**src/rtl/ram2gyro_cmd_if.sv**
```systemverilog
// RAM byte port plus register-write request channel used by ram2gyro_cmd.
// The master side is the mailbox reader; the slave side is RAM + bus controller.
interface ram2gyro_cmd_if;
  logic [7:0] addr;
  logic [7:0] data_in;
  logic [7:0] data_out;
  logic       wen;
  logic       cmd_valid;
  logic       cmd_ready;
  logic [7:0] cmd_reg;
  logic [7:0] cmd_val;

  modport master (
    output addr, data_out, wen, cmd_valid, cmd_reg, cmd_val,
    input  data_in, cmd_ready
  );

  modport slave (
    input  addr, data_out, wen, cmd_valid, cmd_reg, cmd_val,
    output data_in, cmd_ready
  );
endinterface

```
**src/rtl/ram2gyro_cmd.sv**
```systemverilog
// Polls a 16-byte mailbox in shared RAM, replays its (register, value) pairs
// as valid/ready write requests, then writes an acknowledge byte to the flag.
module ram2gyro_cmd #(
  parameter logic [7:0] BASE_ADDR = 8'h10,
  parameter int         POLL_DIV  = 1000,
  parameter int         READ_LAT  = 2
) (
  input  logic clk,
  input  logic rst_n,
  ram2gyro_cmd_if.master bus,
  output logic busy,
  output logic done
);

  localparam int PW = (POLL_DIV > 2) ? $clog2(POLL_DIV) : 1;
  localparam int LW = (READ_LAT > 2) ? $clog2(READ_LAT) : 1;
  localparam logic [PW-1:0] POLL_LOAD = PW'(POLL_DIV - 1);
  localparam logic [LW-1:0] LAT_LOAD  = LW'(READ_LAT - 1);

  localparam logic [7:0] FLAG_PENDING = 8'hA5;
  localparam logic [7:0] ACK_OK       = 8'h00;
  localparam logic [7:0] ACK_ERR      = 8'hEE;
  localparam logic [2:0] MAX_PAIRS    = 3'd7;

  typedef enum logic [2:0] {
    IDLE, RD_FLAG, RD_CNT, RD_REG, RD_VAL, SEND, ACK
  } state_t;

  state_t        state;
  logic [PW-1:0] poll_cnt;
  logic [LW-1:0] lat_cnt;
  logic [2:0]    k;
  logic [2:0]    count;
  logic          err;

  logic [2:0] k_next;
  logic [7:0] next_reg_addr;
  logic [7:0] val_addr;

  // Pair k lives at +2+2k (register) and +3+2k (value); 8-bit adds wrap mod 256.
  assign k_next        = k + 3'd1;
  assign next_reg_addr = BASE_ADDR + 8'd2 + {4'b0000, k_next, 1'b0};
  assign val_addr      = BASE_ADDR + 8'd3 + {4'b0000, k, 1'b0};

  // NOTE: every register in this block, including the bus outputs, updates
  // with non-blocking assignments so all state moves together on the edge.
  always_ff @(posedge clk or negedge rst_n) begin
    if (!rst_n) begin
      // NOTE: the async reset restores every output register; there is no
      // memory here, so nothing is left holding stale mailbox content.
      state         <= IDLE;
      poll_cnt      <= POLL_LOAD;
      lat_cnt       <= '0;
      k             <= '0;
      count         <= '0;
      err           <= 1'b0;
      bus.addr      <= BASE_ADDR;
      bus.data_out  <= 8'h00;
      bus.wen       <= 1'b0;
      bus.cmd_valid <= 1'b0;
      bus.cmd_reg   <= 8'h00;
      bus.cmd_val   <= 8'h00;
      busy          <= 1'b0;
      done          <= 1'b0;
    end else begin
      bus.wen <= 1'b0;
      done    <= 1'b0;

      unique case (state)
        IDLE: begin
          if (poll_cnt == '0) begin
            bus.addr <= BASE_ADDR;
            lat_cnt  <= LAT_LOAD;
            busy     <= 1'b1;
            state    <= RD_FLAG;
          end else begin
            poll_cnt <= poll_cnt - 1'b1;
          end
        end

        RD_FLAG: begin
          if (lat_cnt != '0) begin
            lat_cnt <= lat_cnt - 1'b1;
          end else if (bus.data_in == FLAG_PENDING) begin
            bus.addr <= BASE_ADDR + 8'd1;
            lat_cnt  <= LAT_LOAD;
            state    <= RD_CNT;
          end else begin
            poll_cnt <= POLL_LOAD;
            busy     <= 1'b0;
            state    <= IDLE;
          end
        end

        RD_CNT: begin
          if (lat_cnt != '0) begin
            lat_cnt <= lat_cnt - 1'b1;
          end else begin
            k <= '0;
            if (bus.data_in > 8'd7) begin
              count <= MAX_PAIRS;
              err   <= 1'b1;
            end else begin
              count <= bus.data_in[2:0];
              err   <= 1'b0;
            end
            if (bus.data_in == 8'h00) begin
              // Empty block: acknowledge straight away, never an error.
              bus.addr     <= BASE_ADDR;
              bus.data_out <= ACK_OK;
              bus.wen      <= 1'b1;
              state        <= ACK;
            end else begin
              bus.addr <= BASE_ADDR + 8'd2;
              lat_cnt  <= LAT_LOAD;
              state    <= RD_REG;
            end
          end
        end

        RD_REG: begin
          if (lat_cnt != '0) begin
            lat_cnt <= lat_cnt - 1'b1;
          end else begin
            bus.cmd_reg <= bus.data_in;
            bus.addr    <= val_addr;
            lat_cnt     <= LAT_LOAD;
            state       <= RD_VAL;
          end
        end

        RD_VAL: begin
          if (lat_cnt != '0) begin
            lat_cnt <= lat_cnt - 1'b1;
          end else begin
            bus.cmd_val   <= bus.data_in;
            bus.cmd_valid <= 1'b1;
            state         <= SEND;
          end
        end

        SEND: begin
          if (bus.cmd_ready) begin
            bus.cmd_valid <= 1'b0;
            k             <= k_next;
            if (k_next < count) begin
              bus.addr <= next_reg_addr;
              lat_cnt  <= LAT_LOAD;
              state    <= RD_REG;
            end else begin
              bus.addr     <= BASE_ADDR;
              bus.data_out <= err ? ACK_ERR : ACK_OK;
              bus.wen      <= 1'b1;
              state        <= ACK;
            end
          end
        end

        ACK: begin
          poll_cnt <= POLL_LOAD;
          busy     <= 1'b0;
          done     <= 1'b1;
          state    <= IDLE;
        end

        default: begin
          poll_cnt <= POLL_LOAD;
          busy     <= 1'b0;
          state    <= IDLE;
        end
      endcase
    end
  end

endmodule

```
**src/flat_wrapper.sv**
```systemverilog
// flat-port wrapper written by rule: the top's interface ports become plain ports
module ram2gyro_cmd_flat 
#(
  parameter logic [7:0] BASE_ADDR = 8'h10,
  parameter int         POLL_DIV  = 1000,
  parameter int         READ_LAT  = 2
)
  (clk, rst_n, busy, done, bus_addr, bus_data_out, bus_wen, bus_cmd_valid, bus_cmd_reg, bus_cmd_val, bus_data_in, bus_cmd_ready);
  ram2gyro_cmd_if bus_i ();
  input  logic clk;
  input  logic rst_n;
  output logic busy;
  output logic done;
  output wire logic [$bits(bus_i.addr)-1:0] bus_addr;
  output wire logic [$bits(bus_i.data_out)-1:0] bus_data_out;
  output wire logic [$bits(bus_i.wen)-1:0] bus_wen;
  output wire logic [$bits(bus_i.cmd_valid)-1:0] bus_cmd_valid;
  output wire logic [$bits(bus_i.cmd_reg)-1:0] bus_cmd_reg;
  output wire logic [$bits(bus_i.cmd_val)-1:0] bus_cmd_val;
  input wire logic [$bits(bus_i.data_in)-1:0] bus_data_in;
  input wire logic [$bits(bus_i.cmd_ready)-1:0] bus_cmd_ready;
  assign bus_addr = bus_i.addr;
  assign bus_data_out = bus_i.data_out;
  assign bus_wen = bus_i.wen;
  assign bus_cmd_valid = bus_i.cmd_valid;
  assign bus_cmd_reg = bus_i.cmd_reg;
  assign bus_cmd_val = bus_i.cmd_val;
  assign bus_i.data_in = bus_data_in;
  assign bus_i.cmd_ready = bus_cmd_ready;
  ram2gyro_cmd #(.BASE_ADDR(BASE_ADDR), .POLL_DIV(POLL_DIV), .READ_LAT(READ_LAT)) u_core (.clk(clk), .rst_n(rst_n), .bus(bus_i), .busy(busy), .done(done));
endmodule
```
**config.mk**
```make
export PLATFORM = sky130hd
export DESIGN_NAME = ram2gyro_cmd_flat
export DESIGN_NICKNAME = d
export VERILOG_FILES = /design/src/rtl/ram2gyro_cmd_if.sv /design/src/rtl/ram2gyro_cmd.sv /design/src/flat_wrapper.sv
export SDC_FILE = /design/constraint.sdc
export NUM_CORES = 1
export LEC_CHECK = 0
export BUFFER_PORTS_ARGS = -buffer_cell sky130_fd_sc_hd__clkbuf_2
export CELL_PAD_IN_SITES_DETAIL_PLACEMENT = 2
export CELL_PAD_IN_SITES_GLOBAL_PLACEMENT = 2
export CORE_ASPECT_RATIO = 1.2
export CORE_MARGIN = 2
export CORE_UTILIZATION = 31
export CTS_BUF_LIST = sky130_fd_sc_hd__clkbuf_16
export DETAILED_ROUTE_END_ITERATION = 10
export PLACE_DENSITY_LB_ADDON = 0.3
export SLEW_MARGIN = 20
export SYNTH_ARGS = -nofsm -noshare
export SYNTH_HDL_FRONTEND = slang
export SYNTH_SLANG_ARGS = --single-unit
```
**constraint.sdc**
```tcl
create_clock -name clk -period 2.43 [get_ports clk]
set_clock_uncertainty 0.05 [all_clocks]
set_input_delay 0.243 -clock clk [delete_from_list [all_inputs] [get_ports clk]]
set_output_delay 0.243 -clock clk [all_outputs]
set_load 0.05 [all_outputs]
```
# --- Yosys cells after proc, flatten, opt, wreduce, memory -nomap -nowiden ---
# Cells that the tools add are included.
word_totals:
  out_inout_bits: 36
  regBits: 57
  wordCells: 117
  input_bits: 11
classes:
  n_reduce_logical: 19
  order_cmp: 2
  n_mux: 56
  n_eq_ne: 19
  bitwise_logic: 2
  n_addsub: 5
ops:
  columns: ["operator", "count"]
  rows:
  - ["8-bit 2-to-1 mux", 12]
  - ["8-bit one-hot mux with 5 select lines", 1]
  - ["3-bit 2-to-1 mux", 11]
  - ["10-bit 2-to-1 mux", 3]
  - ["10-bit one-hot mux with 3 select lines", 1]
  - ["1-bit 2-to-1 mux", 19]
  - ["3-bit one-hot mux with 6 select lines", 1]
  - ["2-bit != test (second input constant)", 8]
  - ["8-bit one-hot mux with 2 select lines", 1]
  - ["5-bit by 4-bit adder with 6-bit output (first input constant)", 2]
  - ["4-bit AND reduction", 3]
  - ["10-bit zero test", 1]
  - ["10-bit by 1-bit subtractor with 10-bit output (second input constant)", 1]
  - ["3-bit equality test (second input constant)", 3]
  - ["8-bit equality test (second input constant)", 1]
  - ["8-bit by 3-bit > comparator with 1-bit output (second input constant)", 1]
  - ["8-bit zero test", 1]
  - ["2-bit by 1-bit != test with 1-bit output (second input constant)", 4]
  - ["7-bit AND reduction", 1]
  - ["3-bit by 2-bit equality test with 1-bit output (second input constant)", 2]
  - ["1-bit one-hot mux with 6 select lines", 1]
  - ["3-bit one-hot mux with 2 select lines", 1]
  - ["2-bit AND reduction", 3]
  - ["3-bit AND reduction", 2]
  - ["other kinds (15)", 19]

# --- Depth between registers and ports, before layout ---
# Gate-level depths: netlist (run 1).
logic_depth:
  word_depth: 5
  ltp_mapped: 9
  mapped_depth_nobuf: 9

# --- Worst setup path before layout (run 1) ---
# OpenSTA, ideal clock, no wires.
synth_timing:
  kind: "register to register"
  start: "register u_core.k[0]"
  end: "register u_core.bus.addr[4]"
  setup_time_ns: 0.082
  n_path_buf: 0
  synth_period_minus_slack_ns: 2.267
  path_slack_ns: 0.163
  t_arrival_ns: 2.135
  path_stages_with_launch: 9
  required_ns: 2.298
  path_cell_list: "dfrtp_1 ha_1 ha_1 ha_1 a21oi_1 o21ai_0 nor2_1 a31oi_1 mux2_2"
synth_via:
  elab_chain_len: 5
  word_cells_on_any_way: 8
  classes_between: "3 x add/sub; 1 x order compare; 4 x mux"
synth_rtl:
  columns: ["element", "line", "rtl"]
  rows:
  - ["start, declared", "ram2gyro_cmd.sv:32", "logic [2:0] k;"]
  - ["start signal, assigned", "ram2gyro_cmd.sv:145", "k <= k_next;"]
  - ["3-bit by 1-bit adder with 3-bit output", "ram2gyro_cmd.sv:41", "assign k_next = k + 3'd1;"]
  - ["5-bit by 4-bit adder with 6-bit output / 3-bit less-than comparator (equally long branches)", "ram2gyro_cmd.sv:42, ram2gyro_cmd.sv:146", null]
  - ["8-bit 2-to-1 mux", "ram2gyro_cmd.sv:146", "if (k_next < count) begin"]
  - ["8-bit 2-to-1 mux", "ram2gyro_cmd.sv:143", "if (bus.cmd_ready) begin"]
  - ["8-bit one-hot mux with 5 select lines (*)", "ram2gyro_cmd.sv:69", "unique case (state)"]
  - ["end signal, assigned", "ram2gyro_cmd.sv:85", "bus.addr <= BASE_ADDR + 8'd1;"]
  - ["end signal, assigned", "ram2gyro_cmd.sv:114", "bus.addr <= BASE_ADDR + 8'd2;"]
  - ["end signal, assigned", "ram2gyro_cmd.sv:147", "bus.addr <= next_reg_addr;"]
  - ["end, declared", "ram2gyro_cmd_if.sv:14", "output addr, data_out, wen, cmd_valid, cmd_reg, cmd_val,"]
# Every way passes the cells marked *; elsewhere a longest branch is shown, timed or not. The select of a mux whose other input is x is not followed.
# A chain may end at the register's enable or synchronous reset.

# --- Worst setup path in the final report (run 1) ---
layout_timing:
  start: "register u_core.k[0]"
  end: "register u_core.lat_cnt"
layout_via:
  elab_chain_len: 4
layout_rtl:
  columns: ["element", "line", "rtl"]
  rows:
  - ["3-bit by 1-bit adder with 3-bit output", "ram2gyro_cmd.sv:41", null]
  - ["3-bit less-than comparator", "ram2gyro_cmd.sv:146", null]
  - ["2-bit by 1-bit != test with 1-bit output (no line)", null, null]
  - ["4-bit AND reduction (no line)", null, null]
  - ["end signal, assigned", "ram2gyro_cmd.sv:83", "lat_cnt <= lat_cnt - 1'b1;"]
  - ["end signal, assigned", "ram2gyro_cmd.sv:97", "lat_cnt <= lat_cnt - 1'b1;"]
  - ["end signal, assigned", "ram2gyro_cmd.sv:134", "lat_cnt <= lat_cnt - 1'b1;"]
  - ["end, declared", "ram2gyro_cmd.sv:31", "logic [LW-1:0] lat_cnt;"]
# Every way passes these cells.

==> results.ini, run 1 <==
[status]
status=finished, final reports clean

[worst_setup_path]
worstPathMaxFanout=4
r2r_slack_ns=0.10
critPathLaunchType=register
rr_worst_depth=8
crit_type=register to register
cp_data_required_time_ns=2.57
endpoint_kind=register
worstPathArrival_ns=2.47
r2r-start=u_core.k[0]
timing.rr.end=u_core.lat_cnt

[clocking]
cts.sinks=48
cts_tree=done
cts.path.max_buffers=2
ctsHtreeMaxLevel=2
cts.clk_slew.worst_paths_ns=0.07
clkLatencyLatePin_ns=0.30
cts_root_buf=clkbuf_16
cts_made_buffers=5

[logic_synthesis]
avgSynthCellArea_um2=10.3
synthTopCellsByArea=dfrtp_1 38%, dfstp_2 9.3%, mux2_2 8.0%
ys_ff_latch=48
postSynth.asyncResetShare_pct=100
yosys.cell_count.top_type=dfrtp_1
synth_enable_flop_cells=0
seq_area_frac_synth_pct=47.8
synth_top_area_share_pct=38.5
synth_commonest_cells=39 x dfrtp_1, 18 x mux2_2, 17 x nor2_1, 16 x o21ai_0, 15 x a21oi_1
syn_inst=246
yosys_warnings=0
ys.flop_type=dfrtp_1
syn_area_mm2=0.00253
synth_top_cell_by_area=dfrtp_1
ys_types=55

[sta]
tightest_slew_ns=0.745
final_max_slew_viol_count=0
fmax_mhz=430
setup_tns_ns=0
finalCritPeriodShare_pct=95.8
finalSetupViolCount=0
max_slew_margin_pct=49.9
hold_violations=0
finalCriticalPeriod_ns=2.33

[floorplan]
pin_count=47
die-area_mm2=0.00892
num_rows=36
die_w_um=86.6
die_h_um=103
start_util_pct=31.6
core_mm2=0.00802

[global_routing]
grt-ovfl-total=0
grt_antenna_before_repair=0
grt_pass1_wl_um=12000
grtUsageTotal_pct=17.3
grt_max_degree=49
grt_pass1_vias=2305

[cells_and_area]
fin_cells=395
fin_area_mm2=0.00313
synthToLayoutAreaGrowth_pct=23.4
largest_register_ffs=10
finish.utilization_pct=39.0
n_antenna_cell=0
drive_gt1_share_pct=36.3
nets=318

[route]
vias=2163
detail_route.wl_per_cell_um=18.6
dr.first_iter.drc_count=66
first_pass_iters=4
vias_per_cell=5.48
wl_um=7370
drc=0
ant_nets=0

[placed_design]
dpl_cell_area_mm2=0.00290
place_inst=383
dp_hpwl_um=5270
gp_congestion=0.764
placement.io_buffers=42

[worst_hold_path]
whs_path_depth=2
worstHoldPathType=input pin to register
worstHoldEndpoint=u_core.bus.cmd_val[6]
hold_start=bus_data_in[6]

[pwr]
power.density_mw_per_mm2=1350
ir_drop_v=0.000552
p_leak_nw=1.44

[run]
maxCapViolCount=0

[metal layers]
| layer | part of all wire, % | up-vias | global-route usage, % | routed length [um] |
|---|---|---|---|---|
| met3 | 2.3 | 9 | 3.04 | 171 |
| met5 | 0 | - | 0 | 0 |
| met1 | 41 | 1119 | 20.6 | 3010 |
| met4 | 1.6 | 0 | 5.05 | 121 |
| li1 | - | 1004 | - | - |
| met2 | 55 | 31 | 31.8 | 4060 |
[cells by family after synthesis]
family | synth area share [%]
buffers and inverters | 6.32
other | 0.148
AO/OA/AOI/OAI | 19.6
adder cells (fa/ha/maj) | 3.95
AND/OR/NAND/NOR | 14.1
flip-flops | 47.8
multiplexers | 8.00
[timing repair]
item                                   4_1_cts  5_1_grt
hold buffers                                 1        0
cloned                                       0        0
setup endpoints to repair                    2        6
endpoints found under the hold margin       39        0
gates resized for setup                      1        5
pin swaps                                    1        2
buffers inserted                             0        3
[metrics by stage]
| step | total power, mW | hold slack [ns] | setup slack [ns] |
|---|---|---|---|
| after detailed placement | 3.35 | 0.216 | -0.0307 |
| after global routing | 4.50 | 0.181 | -0.0233 |
| final | 4.21 | 0.165 | 0.102 |
| after floorplan | 2.73 | -0.103 | 0.163 |
| after CTS | 4.20 | 0.165 | 0.00633 |
| after global placement | 3.29 | 0.213 | 0.0862 |
[worst max path at each step]
stage,end,from,depth (start not counted),slack (ns)
5_1_grt,u_core.lat_cnt,u_core.k[0],8,-0.02
6_report,u_core.lat_cnt,u_core.k[0],8,0.10
2_1_floorplan,u_core.bus.addr[4],u_core.k[0],8,0.16
3_3_place_gp,u_core.bus.addr[4],u_core.k[0],8,0.09
3_5_place_dp,u_core.bus.addr[4],u_core.k[0],8,-0.03
4_1_cts,u_core.bus.data_out[6],u_core.k[0],7,0.006
[placed cells by master, fill, tap and decap left out, types with 2 or more instances in the layout]
master     count
nor2_1        16
a211oi_1       2
clkinv_4       2
or3_1          2
nand4_1        2
conb_1         4
clkbuf_2      42
o21ai_0       15
nand2_1       13
a31oi_1        5
dfstp_2        9
o211ai_1       2
nor3_1        10
o31ai_1        3
ha_1           7
a22o_1         5
mux2_2        18
a2bb2oi_1      2
nand3_1        6
o22ai_1        2
a21oi_1       14
or4_1          2
o2bb2ai_1      3
a21o_1         2
o21a_1         2
dfrtp_1       38
buf_4         19
clkbuf_16      5
inv_1         11
and3_1         4
[critical path, cell delays in order, from the launching register on]
cell and delay (ns):
dfrtp_2 0.43, ha_1 0.21, ha_1 0.33, ha_4 0.24, a21oi_2 0.19, o21a_1 0.23
a31oi_1 0.11, a21o_1 0.19, a222oi_1 0.24
[where the power goes]
part	total (mW)	switching, mW	internal [mW]
Sequential	1.31	0.236	1.08
Clock	0.823	0.333	0.490
Combinational	2.08	1.37	0.706
[final cells by class]
class | count | area, um^2
inverters | 11 | 41.3
clock inverters | 3 | 47.5
multi-input cells | 170 | 1200
fillers | 887 | 4890
flip-flops and latches | 48 | 1210
repair buffers | 63 | 383
well taps | 95 | 119
clock buffers | 5 | 125
Note: power is estimated with default switching activity, not from simulation.
==> run 2, diff against run 1 <==
Settings changed: CORE_MARGIN 2 to 4.
==> run 2 against run 1 <==
The run now ends with hold timing left. First-iteration DRC count down 6.1%. Worst setup slack worse by 0.0097 ns. Sequential power about the same. Non-clock buffer count unchanged. Die area up 8.7%. Clock-buffer cell count unchanged. Critical path depth unchanged. Register-to-register slack about the same. Critical endpoint unchanged.
==> results.ini, run 2 (synthesis results as in run 1) <==
[global_routing]
grt.met1_usage_pct=19.0  ; was 20.6%
grt.met2_usage_pct=29.4  ; was 31.8%
grt_pass1_wl_um=12400  ; was 12,000 um
grt-ovfl-total=0  ; unchanged
grt_antenna_before_repair=0  ; unchanged
grtUsageMet3_pct=3.16  ; was 3.04%
grt_max_degree=31  ; was 49
busiest_layer=met2  ; unchanged
grt_pass1_vias=2339  ; was 2,305
grtUsageTotal_pct=15.9  ; was 17.3%

[sta]
finalCritPeriodShare_pct=96.2  ; was 95.8%
fmax_mhz=428  ; was 430 MHz
hold_ws_ns=-0.0258  ; was 0.165 ns
tightest_slew_ns=0.784  ; was 0.745 ns
setup_tns_ns=0  ; unchanged
final_max_slew_viol_count=0  ; unchanged
finalCriticalPeriod_ns=2.34  ; was 2.33 ns
finalSetupViolCount=0  ; unchanged
max_slew_margin_pct=47.7  ; was 49.9%
hold_violations=19  ; was 0

[status]
status=finished with violations  ; was finished, final reports clean
violations=hold timing

[route]
detail_route.wl_per_cell_um=19.6  ; was 18.6 um
vias_per_cell=5.44  ; was 5.48
dr.first_iter.drc_count=62  ; was 66
vias=2134  ; was 2,163
ant_nets=0  ; unchanged
drc=0  ; unchanged
wl_um=7690  ; was 7370 um
first_pass_iters=4  ; unchanged

[worst_setup_path]
cpMostUsedCell=ha_1  ; unchanged
slowest_stage=dfrtp_2  ; unchanged
path_cells=ha_1 > ha_1 > ha_4 > a21oi_2 > o21a_1 > a31oi_1 > a21o_1 > a222oi_1  ; unchanged
worstPathMaxFanout=6  ; was 4
rr_worst_depth=8  ; unchanged
crit_type=register to register  ; unchanged
timing.rr.end=u_core.lat_cnt  ; unchanged
cp_data_required_time_ns=2.56  ; was 2.57 ns
cpPeakStageDelay_ns=0.45  ; was 0.43 ns
worstPathArrival_ns=2.46  ; was 2.47 ns
r2r-start=u_core.k[0]  ; unchanged
r2r_slack_ns=0.09  ; was 0.10 ns
critPathLaunchType=register  ; unchanged
endpoint_kind=register  ; unchanged

[cells_and_area]
n_antenna_cell=0  ; unchanged
finish.utilization_pct=39.6  ; was 39.0%
multi_input_area_mm2=0.00119  ; was 0.00120 mm^2
synthToLayoutAreaGrowth_pct=22.4  ; was 23.4%
mostFrequentLayoutCells=42 x clkbuf_2, 38 x dfrtp_1, 21 x buf_4  ; was 42 x clkbuf_2, 38 x dfrtp_1, 19 x buf_4
nets=318  ; unchanged
fill_cells=856  ; was 887
drive_gt1_share_pct=36.3  ; unchanged
register_area_mm2=0.00121  ; unchanged
final_common_cell=clkbuf_2  ; unchanged
largest_register_ffs=10  ; unchanged

[placed_design]
dp_hpwl_um=5670  ; was 5270 um
gp_congestion=0.828  ; was 0.764
placement.io_buffers=42  ; unchanged

[clocking]
ctsHtreeMaxLevel=2  ; unchanged
cts_tree=done  ; unchanged
cts.clk_slew.worst_paths_ns=0.08  ; was 0.07 ns
cts.path.max_buffers=2  ; unchanged
cts.sinks=48  ; unchanged
cts_made_buffers=5  ; unchanged
clkLatencyLatePin_ns=0.29  ; was 0.30 ns
cts_root_buf=clkbuf_16  ; unchanged

[run]
maxCapViolCount=0  ; unchanged

[pwr]
ir_drop_v=0.000599  ; was 0.000552 V
power.density_mw_per_mm2=1360  ; was 1350 mW/mm^2
p_leak_nw=1.43  ; was 1.44 nW

[floorplan]
die_h_um=107  ; was 103 um
pin_count=47  ; unchanged
core_mm2=0.00784  ; was 0.00802 mm^2
start_util_pct=32.3  ; was 31.6%
die-area_mm2=0.00969  ; was 0.00892 mm^2
die_w_um=90.6  ; was 86.6 um
num_rows=35  ; was 36

[worst_hold_path]
worstHoldPathType=input pin to asynchronous set/reset pin  ; was input pin to register

-- run 2: power by group --
part	total [mW]	switching [mW]	leakage (nW)	internal (mW)
sequential	1.33	0.251	0.582	1.08
combinational	2.08	1.38	0.764	0.698
clock	0.821	0.331	0.0804	0.490
-- run 2: final cells by class --
class	count	share of cell area [%]
Sequential cell	48	39.1
Multi-Input combinational cell	170	38.4
Timing Repair Buffer	63	11.9
Clock buffer	5	4.03
Tap cell	92	3.71
Clock inverter	3	1.49
Inverter	11	1.33
-- run 2: per-layer routing --
metal	up-vias	part of all wire, %
met5	-	0
met4	0	0.96
met3	8	2.4
met2	24	54
met1	1099	43
li1	1003	-
-- run 2: through the flow --
step                total power, mW  instances  area [um^2]  hold slack [ns]  setup WS [ns]
floorplan                      2.73        249         2550           -0.103          0.163
global placement               3.31        382         2900            0.326         0.0987
detailed placement             3.38        382         2900            0.325         0.0192
CTS                            4.23        390         3070           0.0120         0.0520
global route                   4.49        392         3100           0.0568       -0.00612
finish                         4.22        392         3100          -0.0258         0.0922
-- run 2: how the worst max path moves through the flow --
stage           startpoint                  to
6_report       u_core.k[0]      u_core.lat_cnt
5_1_grt        u_core.k[0]      u_core.lat_cnt
4_1_cts        u_core.k[0]  u_core.bus.addr[4]
3_5_place_dp   u_core.k[0]  u_core.bus.addr[4]
3_3_place_gp   u_core.k[0]  u_core.bus.addr[4]
2_1_floorplan  u_core.k[0]  u_core.bus.addr[4]
-- run 2: worst max-delay path: cells and delay by family, from the launching register on --
family	cells	cell delay, ns
AO/OA/AOI/OAI	5	0.95
flip-flops	1	0.45
adder cells (fa/ha/maj)	3	0.77
-- run 2: timing repair --
item,4_1_cts,5_1_grt
endpoints found under the setup margin,1,5
hold buffers,0,0
setup buffers,0,2
hold endpoints to repair,0,0
pin swaps,1,2
cloned,0,0
gates resized for setup,1,3
==> run 3, diff against run 2 <==
Settings changed: CORE_MARGIN 4 to 3.
==> run 3 against run 2 <==
The run still ends with hold timing left. Sequential share of layout area increased by 0.095 points. Total power shrank 0.86%. Utilization increased by 0.13 points. Via count increased by 0.56%. Non-clock buffer count fell by 1. Register-to-register slack about the same. Global-route usage up 0.86 points. Maximum frequency grew 0.30%. Largest cell class unchanged. Largest power group unchanged.
==> results.ini, run 3 (synthesis results as in run 1) <==
[status]
status=finished with violations  ; unchanged
violations=hold timing  ; unchanged

[floorplan]
pin_count=47  ; unchanged
die_h_um=105  ; was 107 um
start_util_pct=32.5  ; was 32.3%
num_rows=35  ; unchanged
die_w_um=88.6  ; was 90.6 um
die-area_mm2=0.00930  ; was 0.00969 mm^2
core_mm2=0.00779  ; was 0.00784 mm^2

[clocking]
cts_root_buf=clkbuf_16  ; unchanged
cts.sinks=48  ; unchanged
ctsHtreeMaxLevel=2  ; unchanged
cts_tree=done  ; unchanged
cts.path.max_buffers=2  ; unchanged
clkLatencyLatePin_ns=0.29  ; about the same
cts.clk_slew.worst_paths_ns=0.07  ; was 0.08 ns
cts_made_buffers=5  ; unchanged
holdBufCountCts=0  ; unchanged

[pwr]
p_leak_nw=1.42  ; was 1.43 nW
ir_drop_v=0.000507  ; was 0.000599 V
p_total_mw=4.19  ; was 4.22 mW
power.density_mw_per_mm2=1350  ; was 1360 mW/mm^2

[worst_setup_path]
endpoint_kind=register  ; unchanged
cp_data_required_time_ns=2.56  ; about the same
worstPathMaxFanout=5  ; was 6
worstPathArrival_ns=2.46  ; about the same
crit_type=register to register  ; unchanged
endpoint=u_core.bus.data_out[6]  ; was u_core.lat_cnt
timing.rr.end=u_core.bus.data_out[6]  ; was u_core.lat_cnt
crit_start=u_core.k[0]  ; unchanged
r2r-start=u_core.k[0]  ; unchanged
rr_worst_depth=7  ; was 8
r2r_slack_ns=0.1  ; was 0.09 ns
critPathLaunchType=register  ; unchanged

[route]
vias_per_cell=5.49  ; was 5.44
vias=2146  ; was 2,134
first_pass_iters=4  ; unchanged
wl_um=7330  ; was 7690 um
dr.first_iter.drc_count=81  ; was 62
ant_nets=0  ; unchanged
detail_route.wl_per_cell_um=18.7  ; was 19.6 um
drc=0  ; unchanged

[sta]
fmax_mhz=429  ; was 428 MHz
setup_tns_ns=0  ; unchanged
tightest_slew_ns=0.671  ; was 0.784 ns
hold_ws_ns=-0.000690  ; was -0.0258 ns
hold_violations=2  ; was 19
fin_ws_ns=0.0992  ; was 0.0922 ns
final_max_slew_viol_count=0  ; unchanged
finalCriticalPeriod_ns=2.33  ; was 2.34 ns
max_slew_margin_pct=54.9  ; was 47.7%
finalSetupViolCount=0  ; unchanged
finalCritPeriodShare_pct=95.9  ; was 96.2%

[cells_and_area]
mostFrequentLayoutCells=42 x clkbuf_2, 38 x dfrtp_1, 20 x buf_4  ; was 42 x clkbuf_2, 38 x dfrtp_1, 21 x buf_4
final_common_cell=clkbuf_2  ; unchanged
drive_gt1_share_pct=36.1  ; was 36.3%
fin_cells=391  ; was 392
fin_area_mm2=0.00309  ; was 0.00310 mm^2
largest_register_ffs=10  ; unchanged
fill_cells=855  ; was 856
nets=317  ; was 318
n_antenna_cell=0  ; unchanged
synthToLayoutAreaGrowth_pct=22.1  ; was 22.4%

[run]
maxCapViolCount=0  ; unchanged

[global_routing]
grt-ovfl-total=0  ; unchanged
grtUsageTotal_pct=16.8  ; was 15.9%
grt_pass1_vias=2321  ; was 2,339
grt_max_degree=49  ; was 31
grt_antenna_before_repair=0  ; unchanged
grt_pass1_wl_um=12300  ; was 12,400 um

[placed_design]
gp_congestion=0.853  ; was 0.828
placement.io_buffers=42  ; unchanged
place_inst=380  ; was 382
dpl_worst_slack_ns=-0.0524  ; was 0.0192 ns
dp_hpwl_um=5360  ; was 5670 um
dpl_cell_area_mm2=0.00288  ; was 0.00290 mm^2

[worst_hold_path]
worstHoldPathType=input pin to asynchronous set/reset pin  ; unchanged

==> run 3: area by class of cell <==
class	instances	area [um^2]	area share (%)
flip-flops and latches	48	1210	39.2
well taps	92	115	3.72
inverters	11	41.3	1.33
clock inverters	3	46.3	1.50
repair buffers	62	360	11.6
clock buffers	5	125	4.04
multi-input cells	170	1190	38.5
==> run 3: metal layers <==
layer / vias up / track usage (%) / share of wire [%]
li1: 997 / - / -
met1: 1108 / 21.6 / 43
met3: 9 / 2.84 / 2.5
met2: 32 / 28.9 / 54
met4: 0 / 3.78 / 1.1
met5: - / 0 / 0
==> run 3: worst min-delay path by stage <==
stage | endpoint | from
final | u_core.state[1] | rst_n
after detailed placement | u_core.state[1] | rst_n
after floorplan | u_core.bus.addr[0] | rst_n
after global placement | u_core.done | rst_n
after CTS | u_core.bus.addr[1] | rst_n
after global routing | u_core.bus.cmd_reg[1] | rst_n
==> run 3: per-stage QoR <==
step / hold slack [ns] / utilization, %
2_1_floorplan: -0.103 / -
3_3_place_gp: 0.345 / 37.0
3_5_place_dp: 0.357 / 37.0
4_1_cts: 0.0430 / 39.2
5_1_grt: 0.0652 / 39.7
6_report: -0.000690 / 39.7
==> run 3: worst max-delay path, cell delays in order (launching register included) <==
cell	delay (ns)
dfrtp_2	0.44
ha_1	0.21
ha_1	0.33
ha_4	0.30
nand2_1	0.08
o21a_1	0.22
o22ai_1	0.23
mux2_2	0.36
==> run 3: timing repair <==
item	in CTS	in global routing
resized for setup	2	3
pin swaps	1	2
setup endpoints to repair	4	7
setup buffers	0	3
==> run 3: power breakdown <==
| group | leakage (nW) | switching, mW | internal (mW) |
|---|---|---|---|
| sequential | 0.582 | 0.242 | 1.08 |
| combinational | 0.761 | 1.37 | 0.692 |
| clock | 0.0804 | 0.318 | 0.489 |
